[config.mk]
export PLATFORM = sky130hd
export DESIGN_NAME = muldiv_unit
export DESIGN_NICKNAME = d
export VERILOG_FILES = /design/src/rtl/muldiv_unit.sv
export SDC_FILE = /design/constraint.sdc
export NUM_CORES = 1
export LEC_CHECK = 0
export BUFFER_PORTS_ARGS = -buffer_cell sky130_fd_sc_hd__buf_2
export CAP_MARGIN = 20
export CORE_UTILIZATION = 50
export CTS_CLUSTER_SIZE = 40
export DETAILED_ROUTE_END_ITERATION = 16
export PLACE_DENSITY = 0.77
export SYNTH_ARGS = -nofsm -noshare
export SYNTH_HDL_FRONTEND = slang
export SYNTH_SLANG_ARGS = --single-unit
[constraint.sdc]
create_clock -name clk -period 3.57 [get_ports clk]
set_clock_uncertainty 0.05 [all_clocks]
set_input_delay 0.1785 -clock clk [delete_from_list [all_inputs] [get_ports clk]]
set_output_delay 0.1785 -clock clk [all_outputs]
set_load 0.005 [all_outputs]
[src/rtl/muldiv_unit.sv]
// Iterative MULT/MULTU/DIV/DIVU unit for the EX stage; owns the HI/LO registers.
// Latency: N+1 cycles from the start edge to done (1 cycle for divide-by-zero).
// Backpressure: busy stalls the pipeline; start while busy is ignored, abort cancels.
//
// Ports:
//   clk, reset      rising-edge clock, asynchronous active-low reset
//   start, op, a, b operation request (op: 0 MULT, 1 MULTU, 2 DIV, 3 DIVU)
//   abort           cancel the in-flight operation; HI/LO keep their old values
//   hi_we, lo_we    MTHI/MTLO write of wdata, honoured only in IDLE with start=0
//   busy            registered, high while state != IDLE
//   done, div_zero  one-cycle completion pulses; HI/LO already updated
//   hi_out, lo_out  HI/LO architectural registers
module muldiv_unit #(
  parameter int SIZE_DATA = 32,
  parameter int S_OP_MD   = 2,
  parameter int CNT_W     = 6
) (
  input  logic                 clk,
  input  logic                 reset,
  input  logic                 start,
  input  logic [S_OP_MD-1:0]   op,
  input  logic [SIZE_DATA-1:0] a,
  input  logic [SIZE_DATA-1:0] b,
  input  logic                 abort,
  input  logic                 hi_we,
  input  logic                 lo_we,
  input  logic [SIZE_DATA-1:0] wdata,
  output logic                 busy,
  output logic                 done,
  output logic                 div_zero,
  output logic [SIZE_DATA-1:0] hi_out,
  output logic [SIZE_DATA-1:0] lo_out
);

  localparam int N = SIZE_DATA;
  localparam logic [N-1:0]     ONE_N  = {{(N-1){1'b0}}, 1'b1};
  localparam logic [2*N-1:0]   ONE_2N = {{(2*N-1){1'b0}}, 1'b1};
  localparam logic [CNT_W-1:0] ONE_C  = {{(CNT_W-1){1'b0}}, 1'b1};
  localparam logic [CNT_W-1:0] LAST   = CNT_W'(N-1);

  typedef enum logic [1:0] {
    IDLE = 2'd0,
    CALC = 2'd1,
    FIX  = 2'd2
  } state_t;

  state_t state, state_next;

  // Working registers. acc holds {partial product high, multiplier} during a
  // multiply and {partial remainder, dividend/quotient} during a divide.
  logic [2*N-1:0]   acc;
  logic [N-1:0]     opb;        // |multiplicand| or |divisor|
  logic [CNT_W-1:0] cnt;
  logic             is_div;
  logic             neg_q;      // negate product / quotient in FIX
  logic             neg_r;      // negate remainder in FIX
  logic             dz;         // divide-by-zero pending

  // Request decode
  logic           op_valid;
  logic           req_div;
  logic           req_signed;
  logic           accept;
  logic [N-1:0]   abs_a;
  logic [N-1:0]   abs_b;

  // Op encodings wider than two bits are only valid when the extra bits are zero.
  if (S_OP_MD > 2) begin : g_opchk
    assign op_valid = ~|op[S_OP_MD-1:2];
  end else begin : g_opall
    assign op_valid = 1'b1;
  end

  assign req_div    = op[1];
  assign req_signed = ~op[0];
  assign accept     = (state == IDLE) && start && op_valid && !abort;

  // Magnitudes are mod 2^N, so the most negative value maps to itself.
  assign abs_a = (req_signed && a[N-1]) ? (~a + ONE_N) : a;
  assign abs_b = (req_signed && b[N-1]) ? (~b + ONE_N) : b;

  // Multiply step: add the multiplicand to the high half when the current
  // multiplier bit is set, then shift the whole accumulator right by one.
  logic [N:0]     mul_sum;
  logic [2*N-1:0] mul_next;
  assign mul_sum  = {1'b0, acc[2*N-1:N]} + {1'b0, opb};
  assign mul_next = acc[0] ? {mul_sum, acc[N-1:1]}
                           : {1'b0, acc[2*N-1:N], acc[N-1:1]};

  // Restoring divide step: shift the next dividend bit into the remainder and
  // subtract the divisor if it fits. The shifted remainder is N+1 bits but the
  // difference, when taken, is always below the divisor and fits in N bits.
  logic [N:0]     shifted;
  logic           qbit;
  logic [N-1:0]   rem_sub;
  logic [N-1:0]   rem_next;
  logic [2*N-1:0] div_next;
  assign shifted  = {acc[2*N-1:N], acc[N-1]};
  assign qbit     = (shifted >= {1'b0, opb});
  assign rem_sub  = shifted[N-1:0] - opb;
  assign rem_next = qbit ? rem_sub : shifted[N-1:0];
  assign div_next = {rem_next, acc[N-2:0], qbit};

  // Sign correction applied in FIX.
  logic [2*N-1:0] prod_fix;
  logic [N-1:0]   quot_fix;
  logic [N-1:0]   rem_fix;
  assign prod_fix = neg_q ? (~acc + ONE_2N) : acc;
  assign quot_fix = neg_q ? (~acc[N-1:0] + ONE_N) : acc[N-1:0];
  assign rem_fix  = neg_r ? (~acc[2*N-1:N] + ONE_N) : acc[2*N-1:N];

  // Next-state logic
  always_comb begin
    state_next = state;
    case (state)
      IDLE: begin
        if (accept) begin
          state_next = (req_div && (b == '0)) ? FIX : CALC;
        end
      end
      CALC: begin
        if (abort) begin
          state_next = IDLE;
        end else if (cnt == LAST) begin
          state_next = FIX;
        end
      end
      FIX: begin
        state_next = IDLE;
      end
      default: begin
        state_next = IDLE;
      end
    endcase
  end

  // State register and datapath
  always_ff @(posedge clk or negedge reset) begin
    if (!reset) begin
      state    <= IDLE;
      busy     <= 1'b0;
      done     <= 1'b0;
      div_zero <= 1'b0;
      hi_out   <= '0;
      lo_out   <= '0;
      acc      <= '0;
      opb      <= '0;
      cnt      <= '0;
      is_div   <= 1'b0;
      neg_q    <= 1'b0;
      neg_r    <= 1'b0;
      dz       <= 1'b0;
    end else begin
      state    <= state_next;
      busy     <= (state_next != IDLE);
      done     <= 1'b0;
      div_zero <= 1'b0;
      case (state)
        IDLE: begin
          if (accept) begin
            is_div <= req_div;
            cnt    <= '0;
            neg_q  <= req_signed && (a[N-1] ^ b[N-1]);
            neg_r  <= req_signed && a[N-1];
            opb    <= abs_b;
            if (req_div && (b == '0)) begin
              // Keep the raw dividend pattern; it becomes HI.
              acc <= {{N{1'b0}}, a};
              dz  <= 1'b1;
            end else begin
              acc <= {{N{1'b0}}, abs_a};
              dz  <= 1'b0;
            end
          end else if (!start) begin
            if (hi_we) hi_out <= wdata;
            if (lo_we) lo_out <= wdata;
          end
        end
        CALC: begin
          if (!abort) begin
            acc <= is_div ? div_next : mul_next;
            cnt <= cnt + ONE_C;
          end
        end
        FIX: begin
          if (!abort) begin
            done <= 1'b1;
            if (dz) begin
              lo_out   <= '1;
              hi_out   <= acc[N-1:0];
              div_zero <= 1'b1;
            end else if (is_div) begin
              lo_out <= quot_fix;
              hi_out <= rem_fix;
            end else begin
              hi_out <= prod_fix[2*N-1:N];
              lo_out <= prod_fix[N-1:0];
            end
          end
        end
        default: begin
        end
      endcase
    end
  end

endmodule
==> out/summary.txt <==
Most frequent cells in the layout = 200 x o21ai_0, 191 x nand2_1, 172 x dfrtp_1
Die area = 30770 um^2
Cells after synthesis = 1899
NumNets Final = 2278
Detailed Place HPWL = 40560 um
Vias in the first global route = 14.93k
Clock-pin slew on the worst setup and hold paths = 0.08 ns
CP Max Fanout = 9
Area occupied by multi-input gates = 10020 um^2
Core ar. = 29640 um^2
Clock root buffer = clkbuf_16
Top cells by area, synth = dfrtp_1 29%, o21ai_0 6.7%, ha_1 5.7%, xnor2_1 5.5%, a21oi_1 5.3%
Worst slew pin tran = 1.017 ns
H-tree levels = 4
Sequential share of the synthesized area = 29.12%
Hold Path Class = primary input to register
Minimum clock period = 3.443 ns
Leakage power = 7.923 nW
Critical path type = register to register
Num CTS Buffers = 17
Via Count = 15.79k
Total GRT Usage = 34.35%
# fillers = 2676
TritonRoute pass-1 iters = 5
Cell Pwr Density = 780.7 nW/um^2
Max transition margin = 32.19%
# rows = 63
Status = complete, no violations
Netlist cell types = 80
Number of diodes = 0
DR iter-0 viols = 1698
Die Span Y = 175.4 um
Synth Flop Type = dfrtp_1
Share of the synthesized area in the top cell type = 29.12%
CTS tree = yes
Slew Viols, Final = 0
Peak Freq = 290.4 MHz
Max_cap viols = 0
Global-route wire length before repair = 83030 um
Synth Warn # = 0
Register-to-Register Setup Slack = 0.13 ns
Fraction of final layout cells sized beyond drive strength 1 = 18.05%
Number of flops mapped to enable cells by yosys = 0
DR WL/cell = 21.20 um
Max IR drop VDD = 455.0 uV
Worst path most repeated cell = a21oi_1
Routed WL = 53120 um
Setup crit end kind = register
Asr flop ratio synth = 100.0%
Max Root-Sink Buffers = 2
RSZ-0062 raised after global routing = false
Layout area overhead = 18.24%
Crit share post-route = 96.44%
Endpoints failing hold = 0
CTS Sinks = 175
Critical Path Slowest Stage Cell = a2111oi_1
Setup_tns = 0 ns
Commonest non-fill, non-tap cell in the layout = o21ai_0
Cell Count Post-Placement = 2453
Critical path cell sequence = buf_4 > ha_1 > a21oi_1 > o21a_1 > o21ai_0 > a2111oi_1 > a21oi_1 > a211oi_1 > xnor2_1 > nor2_1 > o41ai_1
Mean Syn Cell Area = 7.918 um^2
Clk_lat worst skew = 0.45 ns
I/O Pins = 171
Largest net degree at the start of global routing = 81
Final ANT Viol Nets = 0
Startpoint types = register
Synth Cell Area = 15040 um^2
Via density = 6.301
Syn_nets = 2074
Starting Density = 50.73%
Endpoints failing setup = 0
Congestion Overflow GR = 0
Post-synthesis register bit count = 175
Residual DRC count = 0
Critical path arrival = 3.73 ns
Die width = 175.4 um
Port Buffers = 170
Worst endpoint required time = 3.86 ns
Area leader, netlist = dfrtp_1
Max stage delay on crit path = 0.54 ns
Storage element area = 4383 um^2
Initial antenna violation count = 0
Non-filler cells, final = 2506
RePlAce Congestion = 1.005
==> timing repair <==
item                                    4_1_cts  5_1_grt
hold endpoints to repair                     96        0
gates resized for setup                       2       17
setup buffers                                 0        2
gates cloned                                  0        0
hold buffers                                 19        0
endpoints found under the setup margin        2       16
pin swaps                                     0        5
==> through the flow <==
stage	setup WS [ns]	instance area [um^2]	utilization (%)	hold slack [ns]	total power [mW]
final	0.1270	17780	59.99	0.005227	13.88
after global routing	0.004228	17780	59.99	0.008160	14.74
after CTS	0.05687	17680	59.66	0.001728	13.54
after detailed placement	0.006187	16890	56.98	0.2388	11.55
after global placement	0.02612	16890	56.98	0.2303	11.44
after floorplan	0.04972	15040	-	-0.1671	8.539
==> registers in the layout, summed over array words and instances (netlist names) <==
name / count
cnt: 6
hi_out: 32
neg_q: 1
state: 2
dz: 1
lo_out: 32
acc: 64
busy: 1
done: 1
opb: 32
neg_r: 1
is_div: 1
div_zero: 1
==> cells in the mapped netlist (4+ instances only) <==
library cell  number
o21a_1            11
nor2b_1           12
nor4_1            14
mux2i_1           59
o211ai_1          21
o221ai_1          11
a21o_1            42
inv_1             61
nor3b_1            5
o22ai_1           37
nand3_1           59
nand3b_1           8
and2_1             9
buf_1             12
nand2b_1          23
or4_1             17
o31ai_1           33
nand4_1           14
a211oi_1          16
o21ai_0          202
buf_2              4
or2_2              9
o21ai_1           13
mux2_2             5
or3_1             26
nor4b_1            4
a211o_1            4
and3_1            28
xnor2_1           94
dfrtp_1          175
nor3_1            38
a31oi_1           21
nor2_1           100
nand2_1          191
a2111oi_0          4
o21bai_1           5
ha_1              69
o31a_1             5
xor2_1            78
a21oi_1          160
clkbuf_1         118
a32o_1             6
o41ai_1           13
==> worst paths after layout <==
check / from / to / cells after the start
worst min register to register: lo_out[2] / lo_out[2] / 2
min in group asynchronous: reset / acc[39] / 2
max in group asynchronous: reset / is_div / 3
worst min-delay path: b[26] / opb[26] / 3
worst max register to register: acc[44] / acc[56] / 11
worst max-delay path: acc[44] / acc[56] / 11
==> cells by family (layout without fill, tap and decap cells) <==
family,count (synthesis),after routing,synth area share (%)
simple gates,572,572,18.92
compound gates,647,647,26.64
fa+ha+maj,71,71,6.008
mux,64,64,4.302
buf+inv,198,415,4.984
xor+xnor,172,172,10.02
flops,175,175,29.12
==> layer usage <==
metal	vias to the layer above	GRT usage [%]	share of wire (%)
li1	7362	-	-
met1	7516	48.13	44
met2	834	54.66	45
met3	78	4.481	8.5
met4	0	11.23	2.6
met5	-	0	0
==> cell type report <==
cell class              count  share of cell area (%)
clock inverters            15                  0.9711
inverters                  63                   1.330
well taps                 390                   2.745
repair buffers            320                   11.56
multi-input cells        1526                   56.35
clock buffers              17                   2.393
flip-flops and latches    175                   24.65
==> power breakdown <==
part	leakage, nW	total (mW)	internal, mW	switching (mW)
Clock	0.282	1.93	0.946	0.986
Sequential	2.14	3.04	2.47	0.566
Combinational	5.51	8.91	3.71	5.20
==> critical path: cells and delay by family, from the launching register on <==
kind	cells	cell delay, ns
AO/OA/AOI/OAI	7	2.07
adder cells (fa/ha/maj)	1	0.41
flip-flops	1	0.39
buffers and inverters	1	0.19
XOR/XNOR	1	0.17
AND/OR/NAND/NOR	1	0.07
(Power assumes the default switching activity.)
